<file path="config.mk">
export PLATFORM = sky130hd
export DESIGN_NAME = inst_bus_if_flat
export DESIGN_NICKNAME = d
export VERILOG_FILES = /design/src/rtl/inst_bus_if_if.sv /design/src/rtl/inst_bus_if.sv /design/src/flat_wrapper.sv
export SDC_FILE = /design/constraint.sdc
export NUM_CORES = 1
export LEC_CHECK = 0
export BUFFER_PORTS_ARGS = -buffer_cell sky130_fd_sc_hd__buf_4
export CORE_UTILIZATION = 48
export DETAILED_ROUTE_END_ITERATION = 8
export GPL_ROUTABILITY_DRIVEN = 1
export PLACE_DENSITY_LB_ADDON = 0.05
export RECOVER_POWER = 100
export REMOVE_ABC_BUFFERS = 1
export SKIP_CTS_REPAIR_TIMING = 1
export SYNTH_ARGS = -nofsm -noshare
export SYNTH_HDL_FRONTEND = slang
export SYNTH_SLANG_ARGS = --single-unit
</file>
<file path="constraint.sdc">
create_clock -name clk -period 2.1 [get_ports clk]
set_input_delay 0 -clock clk [delete_from_list [all_inputs] [get_ports clk]]
set_output_delay 0 -clock clk [all_outputs]
set_load 0.05 [all_outputs]
</file>
<file path="src/rtl/inst_bus_if_if.sv">
// Core-side fetch port and instruction-bus port of inst_bus_if, bundled as one interface.
// master = fetch unit (drives bus request, returns instructions); slave = core + bus environment.
interface inst_bus_if_if;
  logic        cpu_ce_i;
  logic [31:0] cpu_addr_i;
  logic [31:0] cpu_data_o;
  logic        stallreq_o;
  logic        flush_i;
  logic        bus_req_o;
  logic [31:0] bus_addr_o;
  logic        bus_ack_i;
  logic [31:0] bus_data_i;
  logic        err_o;

  modport master (
    input  cpu_ce_i, cpu_addr_i, flush_i, bus_ack_i, bus_data_i,
    output cpu_data_o, stallreq_o, bus_req_o, bus_addr_o, err_o
  );

  modport slave (
    output cpu_ce_i, cpu_addr_i, flush_i, bus_ack_i, bus_data_i,
    input  cpu_data_o, stallreq_o, bus_req_o, bus_addr_o, err_o
  );
endinterface

</file>
<file path="src/rtl/inst_bus_if.sv">
// Instruction fetch bridge: turns core fetches into single bus reads with a bounded ack wait.
// Latency: 3 cycles minimum per fetch (request, ack, DONE); each extra bus wait cycle adds one.
// Backpressure: stallreq_o holds pc/if_id while a fetch is outstanding; timeout returns a NOP.
module inst_bus_if #(
  parameter int TIMEOUT_CYC = 255
) (
  input  logic          clk,
  input  logic          rst,
  inst_bus_if_if.master bus
);

  localparam logic [1:0] S_IDLE = 2'd0;
  localparam logic [1:0] S_BUSY = 2'd1;
  localparam logic [1:0] S_DONE = 2'd2;

  localparam logic [7:0] TO_LAST = 8'(TIMEOUT_CYC - 1);

  logic [1:0]  state;
  logic [31:0] data_buf;
  logic [7:0]  wait_cnt;
  logic        flush_pending;
  logic        bus_req;
  logic [31:0] bus_addr;
  logic        err;

  logic        timeout;
  logic        flush_hit;
  logic        finish;

  assign timeout   = (wait_cnt == TO_LAST);
  assign flush_hit = flush_pending | bus.flush_i;
  // ack takes priority over a coinciding timeout
  assign finish    = bus.bus_ack_i | timeout;

  always_ff @(posedge clk or negedge rst) begin
    if (!rst) begin
      state         <= S_IDLE;
      bus_req       <= 1'b0;
      bus_addr      <= 32'h0;
      data_buf      <= 32'h0;
      wait_cnt      <= 8'h0;
      flush_pending <= 1'b0;
      err           <= 1'b0;
    end else begin
      case (state)
        S_IDLE: begin
          flush_pending <= 1'b0;
          if (bus.cpu_ce_i && !bus.flush_i) begin
            bus_req  <= 1'b1;
            bus_addr <= bus.cpu_addr_i;
            wait_cnt <= 8'h0;
            state    <= S_BUSY;
          end
        end
        S_BUSY: begin
          if (finish) begin
            bus_req       <= 1'b0;
            flush_pending <= 1'b0;
            if (bus.bus_ack_i) begin
              data_buf <= bus.bus_data_i;
            end else begin
              data_buf <= 32'h0;
              err      <= 1'b1;
            end
            // a flush seen at any point of the transaction discards its result
            state <= flush_hit ? S_IDLE : S_DONE;
          end else begin
            flush_pending <= flush_hit;
            if (wait_cnt != 8'hFF) begin
              wait_cnt <= wait_cnt + 8'h1;
            end
          end
        end
        S_DONE: begin
          flush_pending <= 1'b0;
          state         <= S_IDLE;
        end
        default: begin
          state <= S_IDLE;
        end
      endcase
    end
  end

  // outputs are held quiet for the whole time reset is asserted
  always_comb begin
    bus.stallreq_o = 1'b0;
    bus.cpu_data_o = 32'h0;
    if (rst) begin
      case (state)
        S_IDLE: bus.stallreq_o = bus.cpu_ce_i & ~bus.flush_i;
        S_BUSY: bus.stallreq_o = 1'b1;
        S_DONE: begin
          if (!bus.flush_i) begin
            bus.cpu_data_o = data_buf;
          end
        end
        default: ;
      endcase
    end
  end

  assign bus.bus_req_o  = bus_req;
  assign bus.bus_addr_o = bus_addr;
  assign bus.err_o      = err;

endmodule

</file>
<file path="src/flat_wrapper.sv">
// flat-port wrapper written by rule: the top's interface ports become plain ports
module inst_bus_if_flat 
#(
  parameter int TIMEOUT_CYC = 255
)
  (clk, rst, bus_cpu_ce_i, bus_cpu_addr_i, bus_flush_i, bus_bus_ack_i, bus_bus_data_i, bus_cpu_data_o, bus_stallreq_o, bus_bus_req_o, bus_bus_addr_o, bus_err_o);
  inst_bus_if_if bus_i ();
  input  logic clk;
  input  logic rst;
  input wire logic [$bits(bus_i.cpu_ce_i)-1:0] bus_cpu_ce_i;
  input wire logic [$bits(bus_i.cpu_addr_i)-1:0] bus_cpu_addr_i;
  input wire logic [$bits(bus_i.flush_i)-1:0] bus_flush_i;
  input wire logic [$bits(bus_i.bus_ack_i)-1:0] bus_bus_ack_i;
  input wire logic [$bits(bus_i.bus_data_i)-1:0] bus_bus_data_i;
  output wire logic [$bits(bus_i.cpu_data_o)-1:0] bus_cpu_data_o;
  output wire logic [$bits(bus_i.stallreq_o)-1:0] bus_stallreq_o;
  output wire logic [$bits(bus_i.bus_req_o)-1:0] bus_bus_req_o;
  output wire logic [$bits(bus_i.bus_addr_o)-1:0] bus_bus_addr_o;
  output wire logic [$bits(bus_i.err_o)-1:0] bus_err_o;
  assign bus_i.cpu_ce_i = bus_cpu_ce_i;
  assign bus_i.cpu_addr_i = bus_cpu_addr_i;
  assign bus_i.flush_i = bus_flush_i;
  assign bus_i.bus_ack_i = bus_bus_ack_i;
  assign bus_i.bus_data_i = bus_bus_data_i;
  assign bus_cpu_data_o = bus_i.cpu_data_o;
  assign bus_stallreq_o = bus_i.stallreq_o;
  assign bus_bus_req_o = bus_i.bus_req_o;
  assign bus_bus_addr_o = bus_i.bus_addr_o;
  assign bus_err_o = bus_i.err_o;
  inst_bus_if #(.TIMEOUT_CYC(TIMEOUT_CYC)) u_core (.clk(clk), .rst(rst), .bus(bus_i));
endmodule
</file>
==> impl_metrics.yaml <==
setup_path:
  cp_slowest_cell: "dfrtp_1"
  arrival_ps: 2050
  crit_type: "reg2reg"
  crit_fanout: 8
  cp_num_buf_inv: 1
  cp_data_required_time_ps: 2320
  reg2reg_to: "u_core.wait_cnt[1]$_DFFE_PN0P_"
  worst_r2r_path_depth: 6
  cp-startpoint: "u_core.wait_cnt[0]$_DFFE_PN0P_"
  cp_top_family: "simple AND/OR/NAND/NOR gates"
  worstSetupEndpointType: "flop"
  crit_end: "u_core.wait_cnt[1]$_DFFE_PN0P_"
  start_kind: "flop"
  crit_chain: "inv_1 > ha_1 > nor2_1 > nor4_1 > nor3b_4 > mux2_1"
  cp.depth: 6
  regToRegStartpoint: "u_core.wait_cnt[0]$_DFFE_PN0P_"
  ff2ff_setup_slack_ps: 280
  cpPeakStageDelay_ps: 400
cts:
  clock_path_buffers: 2
  cts_buffers: 9
  root_buffer: "clkbuf_8"
  ctsHtreeMaxLevel: 3
  cts_tree: "built"
  clock_latency_ps: 340
  cts.sinks: 77
  cts.clk_slew.worst_paths_ps: 80
cells_and_area:
  stdcell_count: 529
  layout_commonest_cell: "dfrtp_1"
  area_delta_synth_final_pct: 52.8
  final_util_pct: 77.0
  n_antenna_cell: 0
  layout.nets: 519
  drive_gt1_share_pct: 33.8
  layout.cells.most_common_list: "dfrtp_1 (77), buf_4 (71), dlygate4sd3_1 (65)"
drt:
  first_iter_violations: 155
  drc: 12
  wl_per_cell_microns: 17.1
  ant_nets: 0
  routed_wl_mm: 9.06
  dr.pass1.iters: 7
  vias_per_cell: 5.33
  vias: 2817
timing:
  finalHoldViolCount: 0
  setup_tns_ps: 0
  finalCriticalPeriod_ps: 1820
  rsz0062_at_grt: "no"
  finClkSkew_ps: 13.3
  setup_viol: 0
  max_freq_mhz: 549
  drv_slew: 78
  maxSlewHeadroom_pct: -27.3
  fin_crit_sh_pct: 86.8
  worst-slew-pin-transition_ps: 1910
worst_hold_path:
  hold_path.class: "in2reg"
floorplan:
  start_util_pct: 50.4
  die_x_microns: 84.1
  ios: 136
  rows: 29
  dieArea_sq_um: 7080
  core_area_sq_um: 6420
  die_y_microns: 84.1
status:
  violations: "DRC, capacitance limit, slew limit"
  status: "complete, but fails checks"
global_route:
  grt-ovfl-total: 0
  grt_max_degree: 78
  grt_pass1_vias: 2548
  track_usage_pct: 22.8
  grt_first_pass_wirelength_mm: 12.5
  antenna_found_initial: 0
power_and_ir_drop:
  p_per_area_nw_per_um2: 950
  finalPower_w: 0.00470
  leakagePower_nw: 2.37
  irDropWorstVdd_uv: 702
placement:
  hpwl_mm: 5.21
  gp_congestion: 0.796
  dp_cells: 449
  portBuffers: 135
synthesis:
  synth_cell_types: 34
  ys_seq_area_share_pct: 59.5
  synth_edf_count: 0
  ys_async_sr_fraction_pct: 100
  synth-seq-cells: 77
  netlist_area_sq_um: 3240
  syn_inst: 246
  ys.flop_type: "dfrtp_1"
  ys_warn_count: 0
  syn_avg_cell_area_sq_um: 13.2
job:
  cap_violations: 1
-- area by class of cell --
cell class,instances,area [sq um]
Clock inverter,4,47.5
Sequential cell,77,1930
Tap cell,77,96.3
Inverter,3,11.3
Multi-Input combinational cell,152,1210
Clock buffer,11,151
Fill cell,460,1480
Timing Repair Buffer,205,1500
-- cells in the mapped netlist, types with 2 or more instances --
cell | n | area (sq um)
and2_1 | 34 | 213
a21oi_1 | 8 | 40.0
mux2_2 | 30 | 338
nand2_1 | 8 | 30.0
o21a_1 | 4 | 30.0
a31oi_1 | 4 | 25.0
nor2_1 | 3 | 11.3
nand3_1 | 2 | 10.0
inv_1 | 3 | 11.3
and3_1 | 3 | 18.8
a22o_1 | 32 | 280
buf_2 | 7 | 35.0
clkbuf_1 | 5 | 18.8
ha_1 | 2 | 25.0
a41oi_1 | 2 | 17.5
nand2b_1 | 2 | 12.5
nor3_1 | 2 | 10.0
dfrtp_1 | 77 | 1930
mux2_1 | 3 | 33.8
-- cells by family (layout without fill, tap and decap cells) --
family	Yosys count	after routing	share of synthesized area, %
buf+inv	17	223	2.51
compound gates	56	56	13.6
fa+ha+maj	2	2	0.773
mux	33	33	11.5
simple gates	61	61	12.1
flops	77	77	59.5
-- routing by layer --
metal	vias to the layer above	track usage (%)	wire [microns]
met3	22	7.32	632
met4	0	8.62	220
met1	1397	29.6	3690
met2	108	35.8	4520
met5	-	0	0
li1	1290	-	-
-- report_power, final --
part | switching, W | total [W] | internal [W]
clock | 0.000529 | 0.00113 | 0.000604
combinational | 0.000968 | 0.00150 | 0.000533
sequential | 0.000216 | 0.00207 | 0.00185
total | 0.00171 | 0.00470 | 0.00299
-- worst min-delay path, delay by kind of cell --
kind	cells	cell delay, ps
buf+inv	1	90
compound gates	2	220
-- per-stage QoR --
step                cell area, sq um  hold WS, ps  setup WS [ps]
finish                          4940         20.6            278
global route                    4940         26.4            187
detailed placement              4330          221            318
CTS                             4530         -138            303
global placement                4330          220            395
floorplan                       3170         -296          -71.1
-- worst min path at each step --
stage	from	endpoint	slack [ps]	cells past startpoint
floorplan	rst	u_core.bus.bus_addr_o[0]$_DFFE_PN0P_	-300	0
global placement	bus_cpu_addr_i[18]	u_core.bus.bus_addr_o[18]$_DFFE_PN0P_	220	2
detailed placement	bus_cpu_addr_i[14]	u_core.bus.bus_addr_o[14]$_DFFE_PN0P_	220	2
CTS	bus_cpu_addr_i[14]	u_core.bus.bus_addr_o[14]$_DFFE_PN0P_	-140	2
global route	bus_bus_ack_i	u_core.state[0]$_DFFE_PN0P_	30	3
finish	bus_bus_ack_i	u_core.state[0]$_DFFE_PN0P_	20	3
-- flip-flops by register name, indices dropped and copies added, names as in the netlist --
register / count
u_core.state: 2
u_core.bus.bus_req_o: 1
u_core.data_buf: 32
u_core.bus.err_o: 1
u_core.wait_cnt: 8
u_core.bus.bus_addr_o: 32
u_core.flush_pending: 1
Note: power is estimated with default switching activity, not from simulation.
